<file path="src/rtl/lgn_feeder_pkg.sv">
// Shared types and constants for the LGN feeder: FSM state encoding,
// seven-segment digit patterns and default frame/settle sizes.
package lgn_feeder_pkg;

  typedef enum logic [1:0] {
    ST_IDLE   = 2'd0,
    ST_LOAD   = 2'd1,
    ST_SETTLE = 2'd2,
    ST_RESULT = 2'd3
  } lgn_state_t;

  localparam int BYTES_DEF  = 98;
  localparam int SETTLE_DEF = 4;

  localparam logic [6:0] SEG_0 = 7'h3F;
  localparam logic [6:0] SEG_1 = 7'h06;
  localparam logic [6:0] SEG_2 = 7'h5B;
  localparam logic [6:0] SEG_3 = 7'h4F;
  localparam logic [6:0] SEG_4 = 7'h66;
  localparam logic [6:0] SEG_5 = 7'h6D;
  localparam logic [6:0] SEG_6 = 7'h7C;
  localparam logic [6:0] SEG_7 = 7'h07;
  localparam logic [6:0] SEG_8 = 7'h7F;
  localparam logic [6:0] SEG_9 = 7'h67;

  localparam logic [3:0] DIGIT_BAD    = 4'hF;
  localparam logic [7:0] TIMEOUT_IDLE = 8'd255;

endpackage

</file>
<file path="src/rtl/lgn_feeder_if.sv">
// Host/classifier signal bundle for lgn_feeder; slave = feeder, master = host side.
interface lgn_feeder_if;
  // Both in_* and res_* are valid/ready pairs: a transfer happens on a rising
  // clock edge where valid && ready are both 1; the sender holds data stable
  // while valid=1 and ready=0, and ready never depends combinationally on valid.
  logic        in_valid;
  logic        in_ready;
  logic [7:0]  in_data;
  logic [7:0]  lgn_data;
  logic        lgn_we;
  logic [15:0] lgn_out;
  logic        res_valid;
  logic        res_ready;
  logic [3:0]  res_digit;
  logic [7:0]  res_score;
  logic        res_error;
  logic        timeout;

  modport slave (
    input  in_valid, in_data, lgn_out, res_ready,
    output in_ready, lgn_data, lgn_we, res_valid, res_digit, res_score,
           res_error, timeout
  );

  modport master (
    output in_valid, in_data, lgn_out, res_ready,
    input  in_ready, lgn_data, lgn_we, res_valid, res_digit, res_score,
           res_error, timeout
  );
endinterface

</file>
<file path="src/rtl/lgn_feeder_seg7_decode.sv">
// Combinational seven-segment pattern to digit decoder; unknown patterns
// give digit F with valid=0.
module seg7_decode
  import lgn_feeder_pkg::*;
(
  input  logic [6:0] pattern,
  output logic [3:0] digit,
  output logic       valid
);

  always_comb begin
    digit = DIGIT_BAD;
    valid = 1'b1;
    case (pattern)
      SEG_0:   digit = 4'd0;
      SEG_1:   digit = 4'd1;
      SEG_2:   digit = 4'd2;
      SEG_3:   digit = 4'd3;
      SEG_4:   digit = 4'd4;
      SEG_5:   digit = 4'd5;
      SEG_6:   digit = 4'd6;
      SEG_7:   digit = 4'd7;
      SEG_8:   digit = 4'd8;
      SEG_9:   digit = 4'd9;
      default: valid = 1'b0;
    endcase
  end

endmodule

</file>
<file path="src/rtl/lgn_feeder.sv">
// Streams a packed image frame byte-by-byte into the classifier, waits for it
// to settle and returns the decoded digit. LGN_FEEDER_TIMEOUT_EN adds a LOAD-stall abort.
module lgn_feeder
  import lgn_feeder_pkg::*;
#(
  parameter int BYTES  = BYTES_DEF,
  parameter int SETTLE = SETTLE_DEF
) (
  input  logic          clk,
  input  logic          rst,
  lgn_feeder_if.slave   bus,
  output lgn_state_t    dbg_state
);

  localparam int CW = $clog2(BYTES + 1);

  lgn_state_t    state, state_nx;
  logic [CW-1:0] count;
  logic [7:0]    scnt;
  logic          ready_q, ready_nx;
  logic          accept, last_byte, settle_done, res_take, abort, sample_en;
  logic [7:0]    data_q;
  logic          we_q;
  logic          rv_q, err_q;
  logic [3:0]    digit_q;
  logic [7:0]    score_q;
  logic [3:0]    dec_digit;
  logic          dec_valid;

  assign accept      = bus.in_valid && ready_q;
  assign last_byte   = (count == CW'(BYTES - 1));
  assign settle_done = (scnt == 8'(SETTLE));
  assign res_take    = rv_q && bus.res_ready;

  seg7_decode u_dec (
    .pattern (bus.lgn_out[6:0]),
    .digit   (dec_digit),
    .valid   (dec_valid)
  );

  always_ff @(posedge clk or posedge rst) begin
    if (rst) state <= ST_IDLE;
    else     state <= state_nx;
  end

  always_comb begin
    state_nx = state;
    case (state)
      ST_IDLE:   if (accept) state_nx = last_byte ? ST_SETTLE : ST_LOAD;
      ST_LOAD: begin
        if (accept && last_byte) state_nx = ST_SETTLE;
        else if (abort)          state_nx = ST_IDLE;
      end
      ST_SETTLE: if (settle_done) state_nx = ST_RESULT;
      ST_RESULT: if (res_take)    state_nx = ST_IDLE;
      default:   state_nx = ST_IDLE;
    endcase
  end

  // in_ready is registered from the next state so it is 0 through reset and
  // only rises on the clock after a result is taken.
  always_comb begin
    ready_nx  = (state_nx == ST_IDLE) || (state_nx == ST_LOAD);
    sample_en = (state == ST_SETTLE) && settle_done;
  end

  always_ff @(posedge clk or posedge rst) begin
    if (rst) begin
      ready_q <= 1'b0;
      count   <= '0;
      scnt    <= '0;
      data_q  <= '0;
      we_q    <= 1'b0;
    end else begin
      ready_q <= ready_nx;
      we_q    <= accept;
      if (accept) data_q <= bus.in_data;
      if (accept)     count <= last_byte ? '0 : count + CW'(1);
      else if (abort) count <= '0;
      // scnt runs from the cycle after the last write pulse; it reads 0 during that pulse.
      if (state == ST_SETTLE && !settle_done) scnt <= scnt + 8'd1;
      else                                    scnt <= '0;
    end
  end

  always_ff @(posedge clk or posedge rst) begin
    if (rst) begin
      rv_q    <= 1'b0;
      digit_q <= '0;
      score_q <= '0;
      err_q   <= 1'b0;
    end else if (sample_en) begin
      rv_q    <= 1'b1;
      digit_q <= dec_digit;
      score_q <= bus.lgn_out[15:8];
      err_q   <= !dec_valid || !bus.lgn_out[7];
    end else if (res_take) begin
      rv_q    <= 1'b0;
    end
  end

`ifdef LGN_FEEDER_TIMEOUT_EN
  logic [7:0] idle_cnt;
  logic       timeout_q;

  // Fires on the 255th consecutive LOAD cycle with no accepted byte.
  assign abort = (state == ST_LOAD) && !accept && (idle_cnt == TIMEOUT_IDLE - 8'd1);

  always_ff @(posedge clk or posedge rst) begin
    if (rst) begin
      idle_cnt  <= '0;
      timeout_q <= 1'b0;
    end else begin
      timeout_q <= abort;
      if (state != ST_LOAD || accept) idle_cnt <= '0;
      else                            idle_cnt <= idle_cnt + 8'd1;
    end
  end

  assign bus.timeout = timeout_q;
`else
  assign abort       = 1'b0;
  assign bus.timeout = 1'b0;
`endif

  assign bus.in_ready  = ready_q;
  assign bus.lgn_data  = data_q;
  assign bus.lgn_we    = we_q;
  assign bus.res_valid = rv_q;
  assign bus.res_digit = digit_q;
  assign bus.res_score = score_q;
  assign bus.res_error = err_q;
  assign dbg_state     = state;

endmodule

</file>
<file path="src/flat_wrapper.sv">
// flat-port wrapper written by rule: the top's interface ports become plain ports
module lgn_feeder_flat import lgn_feeder_pkg::*;
#(
  parameter int BYTES  = BYTES_DEF,
  parameter int SETTLE = SETTLE_DEF
)
  (clk, rst, dbg_state, bus_in_valid, bus_in_data, bus_lgn_out, bus_res_ready, bus_in_ready, bus_lgn_data, bus_lgn_we, bus_res_valid, bus_res_digit, bus_res_score, bus_res_error, bus_timeout);
  lgn_feeder_if bus_i ();
  input  logic clk;
  input  logic rst;
  output lgn_state_t dbg_state;
  input wire logic [$bits(bus_i.in_valid)-1:0] bus_in_valid;
  input wire logic [$bits(bus_i.in_data)-1:0] bus_in_data;
  input wire logic [$bits(bus_i.lgn_out)-1:0] bus_lgn_out;
  input wire logic [$bits(bus_i.res_ready)-1:0] bus_res_ready;
  output wire logic [$bits(bus_i.in_ready)-1:0] bus_in_ready;
  output wire logic [$bits(bus_i.lgn_data)-1:0] bus_lgn_data;
  output wire logic [$bits(bus_i.lgn_we)-1:0] bus_lgn_we;
  output wire logic [$bits(bus_i.res_valid)-1:0] bus_res_valid;
  output wire logic [$bits(bus_i.res_digit)-1:0] bus_res_digit;
  output wire logic [$bits(bus_i.res_score)-1:0] bus_res_score;
  output wire logic [$bits(bus_i.res_error)-1:0] bus_res_error;
  output wire logic [$bits(bus_i.timeout)-1:0] bus_timeout;
  assign bus_i.in_valid = bus_in_valid;
  assign bus_i.in_data = bus_in_data;
  assign bus_i.lgn_out = bus_lgn_out;
  assign bus_i.res_ready = bus_res_ready;
  assign bus_in_ready = bus_i.in_ready;
  assign bus_lgn_data = bus_i.lgn_data;
  assign bus_lgn_we = bus_i.lgn_we;
  assign bus_res_valid = bus_i.res_valid;
  assign bus_res_digit = bus_i.res_digit;
  assign bus_res_score = bus_i.res_score;
  assign bus_res_error = bus_i.res_error;
  assign bus_timeout = bus_i.timeout;
  lgn_feeder #(.BYTES(BYTES), .SETTLE(SETTLE)) u_core (.clk(clk), .rst(rst), .bus(bus_i), .dbg_state(dbg_state));
endmodule
</file>
<file path="config.mk">
export PLATFORM = sky130hd
export DESIGN_NAME = lgn_feeder_flat
export DESIGN_NICKNAME = d
export VERILOG_FILES = /design/src/rtl/lgn_feeder_pkg.sv /design/src/rtl/lgn_feeder_if.sv /design/src/rtl/lgn_feeder_seg7_decode.sv /design/src/rtl/lgn_feeder.sv /design/src/flat_wrapper.sv
export SDC_FILE = /design/constraint.sdc
export NUM_CORES = 1
export LEC_CHECK = 0
export BUFFER_PORTS_ARGS = -buffer_cell sky130_fd_sc_hd__buf_2
export CORE_MARGIN = 5
export CORE_UTILIZATION = 45
export DETAILED_ROUTE_END_ITERATION = 8
export PLACE_DENSITY = 0.77
export SLEW_MARGIN = 25
export SYNTH_ARGS = -nofsm -noshare
export SYNTH_HDL_FRONTEND = slang
export SYNTH_HIERARCHICAL = 1
export SYNTH_SLANG_ARGS = --single-unit
</file>
<file path="constraint.sdc">
create_clock -name clk -period 5.5 [get_ports clk]
set_input_delay 0.825 -clock clk [delete_from_list [all_inputs] [get_ports clk]]
set_output_delay 0.825 -clock clk [all_outputs]
set_load 0.05 [all_outputs]
</file>
==> results.json, run 1 <==
{
  "power_switching_share": 0.4046,
  "synth_top_area_cell": "dfrtp_1",
  "design.core.area_sq_um": 4354,
  "tightest_slew_ns": 0.8467,
  "final-max-slew-violation-count": 0,
  "min_path_cells": 2,
  "regToRegSetupSlack_ns": 3.19,
  "yosys-mux-area-fraction": 0.07281,
  "wl_per_cell_microns": 12.95,
  "cts_tree": "built",
  "wirelength_microns": 3949,
  "p_sw_w": 0.0004117,
  "yosys.area_share.simple": 0.2197,
  "p_int_w": 0.0006058,
  "avgViaCountPerCell": 5.164,
  "required_ns": 5.67,
  "initial_core_util": 0.4618,
  "drtPass1Iterations": 4,
  "cts_hold_buf": 0,
  "yosysTopAreaCellShare": 0.5103,
  "period_share": 0.4207,
  "overflow": 0,
  "syn_nets": 229,
  "yosys_warnings": 6,
  "avgSynthCellArea_sq_um": 10.21,
  "place_congestion": 0.8030,
  "hold_path.class": "flop to flop",
  "die_y_microns": 76.85,
  "netlist_area_sq_um": 2011,
  "yosys-top-cells-area": "dfrtp_1 (51%), mux2_2 (7.3%), nand2_1 (7.3%), ha_1 (2.5%), nand3_1 (2.0%)",
  "clkTransAtPathRegs_ns": 0.08,
  "port_buffers": 53,
  "area_delta_synth_final_pct": 20.47,
  "die_x_microns": 76.85,
  "cts-root-buf": "clkbuf_8",
  "num_io_pins": 55,
  "synth_cell_types": 45,
  "nets": 284,
  "cts_buffers": 5,
  "outcome": "finished, final reports clean",
  "synth_edf_count": 0,
  "placed_cell_area_sq_um": 2306,
  "drcViolationCount": 0,
  "setup-violations-final": 0,
  "synth-xor-area-share": 0.03049,
  "hold_viol_final": 0,
  "hp-start": "u_core/bus.lgn_data[1]",
  "synthFlopType": "dfrtp_1",
  "htree_levels": 2,
  "grt_pass1_vias": 1583,
  "instances_no_fill": 305,
  "r2r-start": "u_core/scnt[4]",
  "holdWs_ns": 0.4746,
  "vias": 1575,
  "rsz0062_at_grt": "false",
  "crit_path_end_kind": "flop",
  "cts_sinks": 41,
  "crit_type": "flop to flop",
  "drive_gt1_frac": 0.3241,
  "fmax_mhz": 432.2,
  "slew_headroom": 0.4331,
  "dr.first_iter.drc_count": 126,
  "dieArea_sq_um": 5905,
  "fin_area_sq_um": 2422,
  "synthAdderAreaFrac": 0.02489,
  "max_stage_delay_ns": 0.77,
  "combPwrFrac": 0.341,
  "grtUsageTotal": 0.1462,
  "r2r-end": "u_core/bus.res_score[3]",
  "grt_pass1_wl_microns": 7120,
  "power.density_nw_per_um2": 420.1,
  "slowest_stage": "nor4b_4",
  "r2r_cells": 3,
  "arrival_ns": 2.49,
  "p_clk_frac": 0.243,
  "num_rows": 24,
  "synth-compound-area-share": 0.1002,
  "ir_worst_vdd_mv": 0.3573,
  "antennaDiodeCount": 0,
  "grt_max_degree": 42,
  "seq_area_frac_synth": 0.5103,
  "synth-seq-cells": 41,
  "ant_nets": 0,
  "cts_setup_buffers": 0,
  "p_leak_nw": 1.214,
  "cts_buffer_depth": 2,
  "ctsResizeCount": 0,
  "postSynthCellCount": 197,
  "skew_ns": 0.005769,
  "worst-path-max-fanout": 14,
  "p_seq_frac": 0.416,
  "finalCriticalPeriod_ns": 2.314,
  "hold_end": "u_core/bus.lgn_data[1]",
  "clock_latency_ns": 0.29,
  "place_inst": 297,
  "dpl.hpwl_microns": 2895,
  "finalSetupTns_ns": 0,
  "drv_cap": 0,
  "grt_antenna_before_repair": 0,
  "synthArstFlopShare": 1.000,
  "start_kind": "flop",
  "path_cells": "or4_4 -> nor4b_4 -> mux2_2",
  "synth_top_family_by_area": "simple AND/OR/NAND/NOR gates"
}
## synthesized netlist by cell type, drive strengths merged, types with 2 or more instances
cell type and n:
dfrtp 41, nand2 39, mux2 13, inv 10
nor2 9, nand3 8, o21ai 7, a21oi 6
nand4 6, or3 5, buf 4, ha 4
or2 4, xor2 4, nand2b 3, nor3 3
o31a 3, xnor2 3, clkbuf 2, nand3b 2
o31ai 2, o32ai 2, or4 2
## area by class of cell
type	instances	area, sq um
Fill cell	383	1932
Sequential cell	41	1026
Multi-Input combinational cell	140	904.6
Timing Repair Buffer	54	272.8
Clock buffer	7	86.33
Tap cell	52	65.06
Inverter	10	37.54
Clock inverter	1	30.03
## sequential cells by signal (all words and copies together), names as in the netlist, named ones only
register,cells
u_core/bus.lgn_data,8
u_core/bus.res_score,8
u_core/scnt,8
u_core/count,7
u_core/bus.res_digit,4
u_core/bus.in_ready,1
u_core/bus.lgn_we,1
u_core/bus.res_error,1
u_core/bus.res_valid,1
u_core/dbg_state,1
## per-stage QoR
stage	util	worst slack, ns	total power, W
3_5_place_dp	0.5296	3.137	0.0007801
2_1_floorplan	-	3.341	0.0006884
3_3_place_gp	0.5296	3.185	0.0007741
6_report	0.5563	3.186	0.001018
4_1_cts	0.5563	3.138	0.001030
5_1_grt	0.5563	3.075	0.001081
## worst max-delay path by stage
stage / slack (ns) / to / start
after detailed placement: 3.14 / u_core/bus.res_score[3] / u_core/scnt[4]
after CTS: 3.14 / u_core/bus.res_score[3] / u_core/scnt[4]
after global placement: 3.19 / u_core/bus.res_error / bus_lgn_out[0]
after global routing: 3.07 / u_core/bus.res_score[6] / u_core/scnt[4]
final: 3.19 / u_core/bus.res_score[3] / u_core/scnt[4]
after floorplan: 3.34 / u_core/bus.res_error / bus_lgn_out[0]
## cell usage in the layout (no fill, tap or decap), types with 4 or more instances in the layout
cell type,instances
or3_1,4
clkbuf_8,6
buf_2,53
mux2_2,13
nand3_1,8
inv_1,10
a21oi_1,6
xor2_1,4
nand4_1,6
o21ai_0,5
dfrtp_1,41
ha_1,4
nand2_1,39
nor2_1,9
## worst max-delay path, delay by kind of cell (launching register included)
| kind | cells | cell delay (ns) |
|---|---|---|
| simple gates | 2 | 1.34 |
| mux | 1 | 0.42 |
| flops | 1 | 0.43 |
## per-layer routing
layer  vias up  global-route usage  wire length, microns
met2        38              0.2267                  1875
met4         0             0.05769                    47
met5         -                   0                     0
li1        794                   -                     -
met1       739              0.1874                  1769
met3         4             0.04918                   256
## cell families after synthesis
kind of cell	after synthesis
xor gates and xnor gates	7
adders and majority gates	4
other	1
buffers and inverters	16
muxes	13
DFF	41
and+or+nand+nor	86
AOI/OAI and AO/OA	29
## power groups by stage
| stage | clock (W) | combinational, W | sequential (W) |
|---|---|---|---|
| 3_3_place_gp | 0 | 0.000346 | 0.000429 |
| 6_report | 0.000248 | 0.000347 | 0.000423 |
| 3_5_place_dp | 0 | 0.000350 | 0.000430 |
| 4_1_cts | 0.000255 | 0.000351 | 0.000424 |
| 5_1_grt | 0.000267 | 0.000379 | 0.000435 |
| 2_1_floorplan | 0 | 0.000122 | 0.000566 |
(Power assumes the default switching activity.)
==> inputs of run 2 (changes only) <==
--- a/config.mk
+++ b/config.mk
@@ -5,6 +5,7 @@
 export SDC_FILE = /design/constraint.sdc
 export NUM_CORES = 1
 export LEC_CHECK = 0
+export ABC_AREA = 1
 export BUFFER_PORTS_ARGS = -buffer_cell sky130_fd_sc_hd__buf_2
 export CORE_MARGIN = 5
 export CORE_UTILIZATION = 45
==> constraint.sdc (replaced) <==
create_clock -name clk -period 2.4 [get_ports clk]
set_input_delay 0.36 -clock clk [delete_from_list [all_inputs] [get_ports clk]]
set_output_delay 0.36 -clock clk [all_outputs]
set_load 0.05 [all_outputs]
==> results.json, run 2 <==
{
  "crit_path_end_kind": "flop",
  "fin_ws_ns": 0.8361,
  "finalCriticalPeriod_ns": 1.564,
  "cts_buffer_depth": 2,
  "ant_nets": 0,
  "grt-busiest-layer": "met2",
  "arrival_ns": 1.74,
  "grt_pass1_vias": 1667,
  "seq_area_frac_synth": 0.4849,
  "grt_use_met3": 0.04243,
  "hold_viol_final": 0,
  "rsz0062_at_grt": "false",
  "ctsResizeCount": 0,
  "design.core.area_sq_um": 4629,
  "skew_ns": 0.007464,
  "path_cells": "inv_1 -> ha_1 -> nand3_4 -> nor2_4 -> nand2_4 -> nand2_1 -> nand2_1",
  "crit_type": "flop to flop",
  "port_buffers": 53,
  "grt_max_degree": 42,
  "outcome": "finished, final reports clean",
  "wirelength_microns": 4174,
  "cts_hold_buf": 0,
  "htree_levels": 2,
  "netlist_area_sq_um": 2116,
  "syn_nets": 296,
  "clkTransAtPathRegs_ns": 0.08,
  "yosys_warnings": 6,
  "dr.first_iter.drc_count": 89,
  "grt_antenna_before_repair": 0,
  "overflow": 0,
  "drive_gt1_frac": 0.2688,
  "num_rows": 25,
  "avgSynthCellArea_sq_um": 8.014,
  "clock_latency_ns": 0.29,
  "cts_buffers": 5,
  "die_x_microns": 78.57,
  "dieArea_sq_um": 6173,
  "yosysTopAreaCellShare": 0.4849,
  "grtUsageTotal": 0.1464,
  "grt_pass1_wl_microns": 7245,
  "critical_path_depth": 7,
  "cts-root-buf": "clkbuf_8",
  "fillers": 444,
  "finalSetupTns_ns": 0,
  "avgViaCountPerCell": 4.741,
  "synth-seq-cells": 41,
  "synth_common_cells": "nand2_1 (90), dfrtp_1 (41), inv_1 (27)",
  "postSynthCellCount": 264,
  "initial_core_util": 0.4570,
  "ir_worst_vdd_mv": 0.3962,
  "path_buf_inv": 1,
  "place_congestion": 0.8145,
  "slowest_stage": "dfrtp_1",
  "period_share": 0.6516,
  "synth_top_area_cell": "dfrtp_1",
  "p_leak_nw": 1.385,
  "nets": 351,
  "max_stage_delay_ns": 0.42,
  "path_delay_family": "simple AND/OR/NAND/NOR gates",
  "num_io_pins": 55,
  "synthFlopType": "dfrtp_1",
  "start_kind": "flop",
  "final_util": 0.5492,
  "cts_tree": "built",
  "grt_use_met1": 0.1772,
  "yosysMostFrequentCell": "nand2_1",
  "setup-violations-final": 0,
  "drtPass1Iterations": 4,
  "instances_no_fill": 374,
  "dpl.hpwl_microns": 3252,
  "die_y_microns": 78.57,
  "wl_per_cell_microns": 11.16,
  "final-max-slew-violation-count": 0,
  "hold_path.class": "input port to asynchronous set/reset pin",
  "regToRegSetupSlack_ns": 0.84,
  "drv_cap": 0,
  "vias": 1773,
  "power.density_nw_per_um2": 1038,
  "antennaDiodeCount": 0,
  "drcViolationCount": 0,
  "area_delta_synth_final_pct": 20.17,
  "dp_worst_setup_slack_ns": 0.8280,
  "layout_common_cells": "nand2_1 (90), buf_2 (53), dfrtp_1 (41)",
  "yosys-top-cells-area": "dfrtp_1 (48%), nand2_1 (16%), inv_1 (4.8%), nand3_1 (4.7%), nor2_1 (4.6%)",
  "layout_commonest_cell": "nand2_1",
  "fmax_mhz": 639.4,
  "required_ns": 2.58,
  "grt_use_met2": 0.2436,
  "r2r_cells": 7,
  "cts_setup_buffers": 0,
  "synth_edf_count": 0,
  "place_inst": 366,
  "synth_cell_types": 32,
  "cts_sinks": 41,
  "synthArstFlopShare": 1.000,
  "cp_common_cell": "nand2_1",
  "worst-path-max-fanout": 14
}
## run 2: cell types whose count changed after synthesis, sizes merged, moves of 5 or more
cell,previous run,this run
nand2,39,100
or3,5,0
inv,10,28
mux2,13,0
nor2,9,34
nand3,8,22
## run 2: layout make-up
cell class | instances | area, sq um | area share
flip-flops and latches | 41 | 1026 | 0.4035
multi-input cells | 188 | 933.4 | 0.3671
repair buffers | 54 | 272.8 | 0.1073
inverters | 29 | 108.9 | 0.04281
clock buffers | 5 | 68.82 | 0.02707
well taps | 54 | 67.56 | 0.02657
clock inverters | 3 | 65.06 | 0.02559
## run 2: cell families after synthesis
kind of cell / count (synthesis) / synth area share
AND/OR/NAND/NOR: 167 / 0.3637
XOR/XNOR: 3 / 0.01242
AO/OA/AOI/OAI: 13 / 0.03963
flip-flops: 41 / 0.4849
other: 1 / 0.001772
buffers and inverters: 35 / 0.07392
adder cells (fa/ha/maj): 4 / 0.02366
## run 2: worst register-to-register path, delay by kind of cell (launching register included)
| kind | cells | cell delay, ns |
|---|---|---|
| adder cells (fa/ha/maj) | 1 | 0.18 |
| buffers and inverters | 1 | 0.07 |
| flip-flops | 1 | 0.42 |
| AND/OR/NAND/NOR | 5 | 0.79 |
## run 2: path summary, 6_finish.rpt
path / to / from
worst max register to register: u_core/bus.res_score[0] / u_core/scnt[0]
worst min register to register: u_core/bus.res_digit[1] / u_core/bus.res_digit[1]
worst max-delay path: u_core/bus.res_score[0] / u_core/scnt[0]
min in group clk: u_core/bus.lgn_data[1] / bus_in_data[1]
worst min-delay path: u_core/bus.lgn_data[7] / rst
max in group asynchronous: asynchronous set/reset pin / rst
## run 2: routing by layer
layer / wire (microns) / share of wire
met2: 1925 / 0.46
met3: 292 / 0.070
met5: 0 / 0
met1: 1901 / 0.46
met4: 55 / 0.013
## run 2: report_power, final
part	switching, W	internal, W	total (W)
sequential	0.000138	0.000864	0.00100
combinational	0.000740	0.000258	0.000997
clock	0.000226	0.000413	0.000639
total	0.00110	0.00153	0.00264
## run 2: through the flow
step | area (sq um) | total power [W] | hold WS (ns)
after floorplan | 2116 | 0.001783 | 0.4518
after global placement | 2409 | 0.001995 | 0.4507
after detailed placement | 2409 | 0.002021 | 0.4526
after CTS | 2542 | 0.002672 | 0.1881
after global routing | 2542 | 0.002822 | 0.2359
final | 2542 | 0.002638 | 0.1658
==> inputs of run 3 (changes only) <==
--- a/config.mk
+++ b/config.mk
@@ -10,7 +10,7 @@
 export CORE_MARGIN = 5
 export CORE_UTILIZATION = 45
 export DETAILED_ROUTE_END_ITERATION = 8
-export PLACE_DENSITY = 0.77
+export PLACE_DENSITY = 0.79
 export SLEW_MARGIN = 25
 export SYNTH_ARGS = -nofsm -noshare
 export SYNTH_HDL_FRONTEND = slang
==> constraint.sdc (replaced) <==
create_clock -name clk -period 1.4 [get_ports clk]
set_input_delay 0.21 -clock clk [delete_from_list [all_inputs] [get_ports clk]]
set_output_delay 0.21 -clock clk [all_outputs]
set_load 0.05 [all_outputs]
==> results.json, run 3 (synthesis gave the netlist of run 2 again) <==
{
  "hold_viol_final": 0,
  "clkTransAtPathRegs_ns": 0.07,
  "grt_pass1_wl_microns": 7797,
  "wirelength_microns": 4367,
  "grt_antenna_before_repair": 0,
  "num_io_pins": 55,
  "die_y_microns": 78.57,
  "ir_worst_vdd_mv": 0.8514,
  "htree_levels": 2,
  "drv_cap": 0,
  "grt_pass1_vias": 1855,
  "die_x_microns": 78.57,
  "finalCriticalPeriod_ns": 1.327,
  "cts-root-buf": "clkbuf_8",
  "regToRegSetupSlack_ns": 0.07,
  "drtPass1Iterations": 4,
  "period_share": 0.9478,
  "critPathCapture": "u_core/bus.res_score[6]",
  "power.density_nw_per_um2": 1683,
  "required_ns": 1.58,
  "r2r-end": "u_core/bus.res_score[6]",
  "num_rows": 25,
  "initial_core_util": 0.4570,
  "ant_nets": 0,
  "final-max-slew-violation-count": 0,
  "fin_area_sq_um": 2603,
  "clock_latency_ns": 0.29,
  "cts_sinks": 41,
  "dr.first_iter.drc_count": 85,
  "vias": 1826,
  "layout_common_cells": "nand2_1 (89), buf_2 (53), dfrtp_1 (39)",
  "dieArea_sq_um": 6173,
  "wl_per_cell_microns": 11.43,
  "design.core.area_sq_um": 4629,
  "outcome": "finished, final reports clean",
  "grt_max_degree": 42,
  "start_kind": "flop",
  "rsz0062_at_grt": "false",
  "crit_start": "u_core/scnt[1]",
  "dpl.hpwl_microns": 3412,
  "arrival_ns": 1.50,
  "crit_type": "flop to flop",
  "drcViolationCount": 0,
  "port_buffers": 53,
  "fin_ws_ns": 0.07310,
  "setup-violations-final": 0,
  "overflow": 0,
  "place_congestion": 0.8441,
  "antennaDiodeCount": 0,
  "worst-path-max-fanout": 14,
  "r2r-start": "u_core/scnt[1]",
  "cts_buffer_depth": 2,
  "nets": 359,
  "cts_setup_buffers": 0,
  "crit_path_end_kind": "flop",
  "r2r_cells": 7,
  "area_delta_synth_final_pct": 23.00,
  "holdWs_ns": 0.1156,
  "hold_path.class": "input port to flop",
  "cts_buffers": 5,
  "finalSetupTns_ns": 0,
  "dp_worst_setup_slack_ns": 0.06166,
  "grtUsageTotal": 0.1581,
  "avgViaCountPerCell": 4.780,
  "fmax_mhz": 753.6,
  "placed_cell_area_sq_um": 2476,
  "skew_ns": 0.006099,
  "fillers": 431,
  "cts_tree": "built",
  "drive_gt1_frac": 0.3049,
  "p_leak_nw": 1.408,
  "layout_commonest_cell": "nand2_1"
}
## run 3: routing by layer
| layer | wire [microns] | global-route usage | share of wire |
|---|---|---|---|
| met3 | 298 | 0.05161 | 0.068 |
| met5 | 0 | 0 | 0 |
| met2 | 2087 | 0.2801 | 0.48 |
| met1 | 1894 | 0.1757 | 0.43 |
| met4 | 86 | 0.05769 | 0.020 |
## run 3: critical path: stages (launching register included)
cell	delay (ns)
dfrtp_1	0.40
inv_1	0.06
ha_2	0.19
nand3_4	0.10
nor2_4	0.16
nand2_4	0.13
nand2_1	0.10
nand2_1	0.06
## run 3: where the power goes
group	internal (W)	switching (W)
Sequential	0.00149	0.000202
Clock	0.000445	0.000378
Combinational	0.000522	0.00135
Total	0.00245	0.00193
## run 3: cell type report
cell class                      count  area [sq um]  share of cell area
Clock buffer                        7         96.34             0.03702
Timing Repair Buffer               62         347.8              0.1337
Multi-Input combinational cell    188         948.4              0.3644
Sequential cell                    41          1028              0.3952
Tap cell                           54         67.56             0.02596
Inverter                           29         108.9             0.04183
Clock inverter                      1         5.005            0.001923
## run 3: through the flow
step | total power (W) | cells | utilization
global placement | 0.003499 | 373 | 0.5349
CTS | 0.004404 | 382 | 0.5589
finish | 0.004380 | 382 | 0.5622
detailed placement | 0.003557 | 373 | 0.5349
global route | 0.004719 | 382 | 0.5622
floorplan | 0.003064 | 264 | -
## run 3: worst min path at each step
stage / startpoint / to / slack, ns / cells after the start
floorplan: bus_res_ready / u_core/bus.res_valid / 0.32 / 1
global route: bus_in_data[1] / u_core/bus.lgn_data[1] / 0.11 / 3
CTS: bus_in_data[1] / u_core/bus.lgn_data[1] / 0.11 / 3
detailed placement: rst / u_core/count[5] / 0.26 / 3
finish: bus_in_data[2] / u_core/bus.lgn_data[2] / 0.12 / 3
global placement: rst / u_core/count[5] / 0.25 / 3
## run 3: repair_timing
action                                  4_1_cts  5_1_grt
hold buffers                                  1        0
resized for setup                             0        5
endpoints found under the setup margin        0        9
hold endpoints to repair                     41        0
